===== config.mk =====
export PLATFORM = sky130hd
export DESIGN_NAME = fifo_sync_delay
export DESIGN_NICKNAME = d
export VERILOG_FILES = /design/src/rtl/fifo_sync_delay.sv
export SDC_FILE = /design/constraint.sdc
export NUM_CORES = 1
export LEC_CHECK = 0
export BUFFER_PORTS_ARGS = -buffer_cell sky130_fd_sc_hd__buf_2
export CAP_MARGIN = 20
export CELL_PAD_IN_SITES_DETAIL_PLACEMENT = 0
export CELL_PAD_IN_SITES_GLOBAL_PLACEMENT = 2
export CORE_ASPECT_RATIO = 0.6
export CORE_MARGIN = 3
export CORE_UTILIZATION = 40
export DETAILED_ROUTE_END_ITERATION = 10
export PLACE_DENSITY = 0.73
export SETUP_SLACK_MARGIN = 0.02
export SLEW_MARGIN = 0
export SYNTH_ARGS = -nofsm -noshare
export SYNTH_HDL_FRONTEND = slang
export SYNTH_SLANG_ARGS = --single-unit

===== constraint.sdc =====
create_clock -name clk -period 4.7 [get_ports clk]
set_clock_uncertainty 0.15 [all_clocks]
set_input_delay 0 -clock clk [delete_from_list [all_inputs] [get_ports clk]]
set_output_delay 0 -clock clk [all_outputs]
set_load 0.005 [all_outputs]

===== src/rtl/fifo_sync_delay.sv =====
// Synchronous FIFO with occupancy/threshold flags, sticky error flags and a delay-line mode.
// Latency: a write is readable the next cycle; data_o/data_vld are registered one cycle after the read is accepted.
// Backpressure: writes to a full FIFO are rejected (ovf) unless a read is accepted in the same cycle; reads of an empty FIFO are rejected (udf).
module fifo_sync_delay #(
  parameter int DATA_W = 8,
  parameter int DEPTH  = 16,
  parameter int AF_LVL = DEPTH - 2,
  parameter int AE_LVL = 2,
  localparam int AW    = $clog2(DEPTH)
) (
  input  logic              clk,
  input  logic              rst_n,
  input  logic              en,
  input  logic              mode,
  input  logic [AW-1:0]     delay_cfg,
  input  logic              wr_en,
  input  logic [DATA_W-1:0] data_i,
  input  logic              rd_en,
  input  logic              err_clr,
  output logic [DATA_W-1:0] data_o,
  output logic              data_vld,
  output logic              full,
  output logic              empty,
  output logic              almost_full,
  output logic              almost_empty,
  output logic [AW:0]       count,
  output logic              ovf,
  output logic              udf
);

  // Thresholds sized to the count register so all flag compares are width-matched.
  localparam logic [AW:0] DEPTH_C = (AW+1)'(DEPTH);
  localparam logic [AW:0] AF_C    = (AW+1)'(AF_LVL);
  localparam logic [AW:0] AE_C    = (AW+1)'(AE_LVL);

  // Storage is intentionally not reset; pointers and count define validity.
  logic [DATA_W-1:0] mem_q [DEPTH];

  logic [AW-1:0]     wr_ptr_q, wr_ptr_d;
  logic [AW-1:0]     rd_ptr_q, rd_ptr_d;
  logic [AW:0]       count_q, count_d;
  logic [DATA_W-1:0] data_o_q, data_o_d;
  logic              data_vld_q, data_vld_d;
  logic              ovf_q, ovf_d;
  logic              udf_q, udf_d;

  logic              full_w;
  logic              empty_w;
  logic [AW-1:0]     delay_eff;
  logic [AW:0]       delay_ext;
  logic              rd_req;
  logic              rd_acc;
  logic              wr_acc;
  logic              ovf_set;
  logic              udf_set;

  // Flags decode from the registered count only, so they describe the state after the last edge.
  always_comb begin
    full_w  = (count_q == DEPTH_C);
    empty_w = (count_q == '0);
  end

  // Read/write acceptance; in delay-line mode reads are generated to hold occupancy at the delay.
  always_comb begin
    delay_eff = (delay_cfg == '0) ? AW'(1) : delay_cfg;
    delay_ext = {1'b0, delay_eff};
    if (mode) begin
      // A write arriving exactly at the delay releases the oldest sample in the same cycle.
      rd_req = (count_q > delay_ext) || (wr_en && (count_q == delay_ext));
    end else begin
      rd_req = rd_en;
    end
    rd_acc  = en && rd_req && !empty_w;
    // A full FIFO still accepts a write when a read frees a slot in the same cycle.
    wr_acc  = en && wr_en && (!full_w || rd_acc);
    ovf_set = en && wr_en && !wr_acc;
    udf_set = en && !mode && rd_en && !rd_acc;
  end

  // Next-state for pointers, count, read data and error flags.
  always_comb begin
    wr_ptr_d   = wr_ptr_q;
    rd_ptr_d   = rd_ptr_q;
    count_d    = count_q;
    data_o_d   = data_o_q;
    data_vld_d = data_vld_q;
    ovf_d      = ovf_q;
    udf_d      = udf_q;

    if (en) begin
      data_vld_d = rd_acc;
      if (rd_acc) begin
        data_o_d = mem_q[rd_ptr_q];
        rd_ptr_d = rd_ptr_q + 1'b1;
      end
      if (wr_acc) begin
        wr_ptr_d = wr_ptr_q + 1'b1;
      end
      unique case ({wr_acc, rd_acc})
        2'b10:   count_d = count_q + 1'b1;
        2'b01:   count_d = count_q - 1'b1;
        default: count_d = count_q;
      endcase
    end

    // Clear is honoured even while disabled; a new error in the same cycle wins.
    if (err_clr) begin
      ovf_d = 1'b0;
      udf_d = 1'b0;
    end
    if (ovf_set) ovf_d = 1'b1;
    if (udf_set) udf_d = 1'b1;
  end

  // State registers with synchronous active-low reset.
  always_ff @(posedge clk) begin
    if (!rst_n) begin
      wr_ptr_q   <= '0;
      rd_ptr_q   <= '0;
      count_q    <= '0;
      data_o_q   <= '0;
      data_vld_q <= 1'b0;
      ovf_q      <= 1'b0;
      udf_q      <= 1'b0;
    end else begin
      wr_ptr_q   <= wr_ptr_d;
      rd_ptr_q   <= rd_ptr_d;
      count_q    <= count_d;
      data_o_q   <= data_o_d;
      data_vld_q <= data_vld_d;
      ovf_q      <= ovf_d;
      udf_q      <= udf_d;
    end
  end

  // Storage write; suppressed during reset so reset fully overrides wr_en.
  always_ff @(posedge clk) begin
    if (rst_n && wr_acc) begin
      mem_q[wr_ptr_q] <= data_i;
    end
  end

  // Output drive.
  always_comb begin
    data_o       = data_o_q;
    data_vld     = data_vld_q;
    full         = full_w;
    empty        = empty_w;
    almost_full  = (count_q >= AF_C);
    almost_empty = (count_q <= AE_C);
    count        = count_q;
    ovf          = ovf_q;
    udf          = udf_q;
  end

endmodule

==> summary.txt <==
Synth
  • Post-synth top area cell: edfxtp_1
  • Mapped Cells: 350
  • Yosys warns: 0
  • Main synth FF type: edfxtp_1
  • Synth unique cells: 49
  • EDFF count, synth: around 130
  • Top post-synthesis cells by area: edfxtp_1 (60%), mux4_1 (11%), dfxtp_1 (7.5%), mux4_2 (4.2%), ha_1 (2.3%)
  • Register area share after synthesis: 0.675
  • Post-synth top area share: 0.600
  • Synth Cell Area: around 6400 sq um
  • Synthesized area per cell: 18.3 sq um
  • Net count after synthesis: around 380
  • Async SR Flop Fraction: 0
  • Flops & latches, synth: 152

Power and ir drop
  • Sequential Power Share: 0.506
  • Maximum vdd drop: 0.204 mV
  • Clock share of power: 0.452
  • P_leak: 2.62 nW
  • Switching Fraction: 0.237
  • Switching power: a little under 0.7 mW
  • Power density over the cells: 389 nW/um^2
  • Int Power: 2.23 mW
  • Comb pwr share: 0.042

Floorplan
  • Die height: 104 microns
  • Rows: 35
  • I/O pins: 39
  • Initial Util: 0.413
  • Core Box Area: 15,500 sq um
  • Die X: 169 microns
  • Die Area: around 18,000 sq um

Cells and area
  • # diodes: 0
  • Layout cells sized above 1: 0.225
  • Nets: between 400 and 500
  • Area Overhead vs Synth: 17.4%

Worst setup path
  • Crit path launch type: register
  • Worst path arrival time: 3830 ps
  • Type of the worst setup path: register to register
  • R2R Setup Slk: about 1100 ps
  • FF-to-FF path depth: 12
  • CP Capture Type: register
  • Critical path peak fanout: 13
  • CP required: 4910 ps

CTS
  • H-tree Lvls: 4
  • Skew-Pair Late Insertion Delay: 430 ps
  • Clock tree sinks: approximately 150
  • Clock root cell: clkbuf_16
  • Clk slew on worst S/H paths: around 70 ps
  • CTS tree: yes
  • Inserted Clock Buffers: 17
  • Worst-case clock buffer depth: 2

Detailed routing
  • Drt wl/cell: 21.6 microns
  • Total wire length: roughly 14,000 microns
  • Drt pass-1 iters: 5
  • Vias per cell: 5.36
  • Vias: approximately 3,400
  • Remaining antenna violation count after routing: 0
  • DRC viols: 0
  • Initial DRC count: about 270

Flow run
  • Max-Cap Viols: 0

Timing
  • Slew Limit Headroom: 0.306
  • Slew Viols, Final: 0
  • Setup violators final: 0
  • Fmax: 0.276 GHz
  • Setup total negative slack: 0 ps
  • Tmin final: ~3600 ps
  • Period utilisation layout: 0.770
  • Final WS setup: 1080 ps
  • RSZ-0062 raised after global routing: false
  • Hold Fails Final Rpt: 0
  • Worst Max-Slew Pin Slew: 1040 ps

Hold path
  • Hold depth: 5
  • HP Class: primary input to register

GRT
  • GRT Total Usage: 0.162
  • Largest net degree at the start of global routing: 36
  • First-pass GRT wire length: a little over 20,000 microns
  • Initial antenna violation count: 2
  • Vias in the first global route: 3,415
  • Total congestion overflow: 0

Place
  • Port-buffer cells: 38
  • Dpl ws: 1070 ps
  • Hpwl dp: 8860 microns
  • GP Congestion: 0.757

Outcome
  • Status: finished, final reports clean
[stage by stage]
step           hold slack, ps  utilization  std cells  power [mW]  instance area, sq um
2_1_floorplan           -51.1            -        350        1.57                  6400
3_3_place_gp              142        0.437        578        1.62                  6770
3_5_place_dp              159        0.437        578        1.62                  6770
4_1_cts                  62.7        0.485        626        2.95                  7510
5_1_grt                   105        0.485        626        3.02                  7510
6_report                 66.3        0.485        626        2.92                  7510
[metal layers]
metal	global-route usage	part of all wire
met1	0.270	0.54
met3	0.0391	0.059
met5	0	0
met4	0.0420	0.0067
met2	0.210	0.39
[registers in the layout, summed over array words and instances (netlist names)]
register	cells
ovf	1
data_o	8
data_vld	1
count	5
wr_ptr_q	4
rd_ptr_q	4
mem_q	128
udf	1
[power groups by stage]
stage | clock [mW] | combinational (mW) | sequential, mW
final | 1.32 | 0.124 | 1.48
after global routing | 1.41 | 0.137 | 1.48
after CTS | 1.35 | 0.125 | 1.48
after detailed placement | 0 | 0.115 | 1.51
after global placement | 0 | 0.114 | 1.51
after floorplan | 0 | 0.0710 | 1.50
[worst paths after layout]
kind / startpoint / end
max: count[0]$_SDFFE_PN0P_ / count[4]$_SDFFE_PN0P_
min: wr_en / count[4]$_SDFFE_PN0P_
max reg2reg: count[0]$_SDFFE_PN0P_ / count[4]$_SDFFE_PN0P_
min reg2reg: data_o[3]$_SDFFE_PN0P_ / data_o[3]$_SDFFE_PN0P_
[cell type report]
class	count	area [sq um]
well taps	203	254
clock buffers	17	425
multi-input cells	171	1940
repair buffers	57	373
flip-flops and latches	152	4330
clock inverters	15	158
inverters	11	41.3
fillers	1322	7990
[logic make-up (layout without fill, tap and decap cells)]
| kind of cell | count (synthesis) | after routing | synth area share |
|---|---|---|---|
| AND/OR/NAND/NOR | 77 | 77 | 0.0649 |
| buffers and inverters | 27 | 100 | 0.0221 |
| flip-flops | 152 | 152 | 0.675 |
| adder cells (fa/ha/maj) | 13 | 13 | 0.0266 |
| AO/OA/AOI/OAI | 26 | 26 | 0.0322 |
| multiplexers | 47 | 47 | 0.168 |
| XOR/XNOR | 8 | 8 | 0.0109 |
[layout by cell type, fill, tap and decap left out, types with 4 or more instances in the layout]
master and n:
nand2_1 24, ha_1 12, dfxtp_1 23, o2bb2ai_1 8, and2_1 8, inv_6 5
inv_1 10, mux2i_1 7, xnor2_1 5, mux4_2 12, buf_2 38, nor2_1 15
a21oi_1 4, mux4_1 28, edfxtp_1 128, dlygate4sd3_1 16, clkbuf_16 17, and3_1 4
[synthesized netlist by cell type, types with 4 or more instances]
master and instances:
o2bb2ai_1 8, mux4_2 12, dfxtp_1 24, mux2i_1 7, clkbuf_1 7, and2_1 8, a21oi_1 4, and3_1 4
nor2_1 15, edfxtp_1 128, ha_1 12, inv_1 10, mux4_1 28, nand2_1 24, xnor2_1 5
[repair_timing]
item / CTS / global route
hold buffers: 16 / 0
hold endpoints to repair: 149 / 0
gates resized for setup: 0 / 0
setup buffers: 0 / 0
[worst max-delay path: stages (launching register included)]
cell and delay (ps):
dfxtp_1 450, inv_1 140, ha_1 320, nor4bb_1 140
o311a_1 420, nor3_4 560, nand2_2 190, inv_2 160
ha_1 280, a21o_1 180, a21oi_1 160, mux2i_1 240
mux2i_1 190
Power figures use the tool's default switching activity.
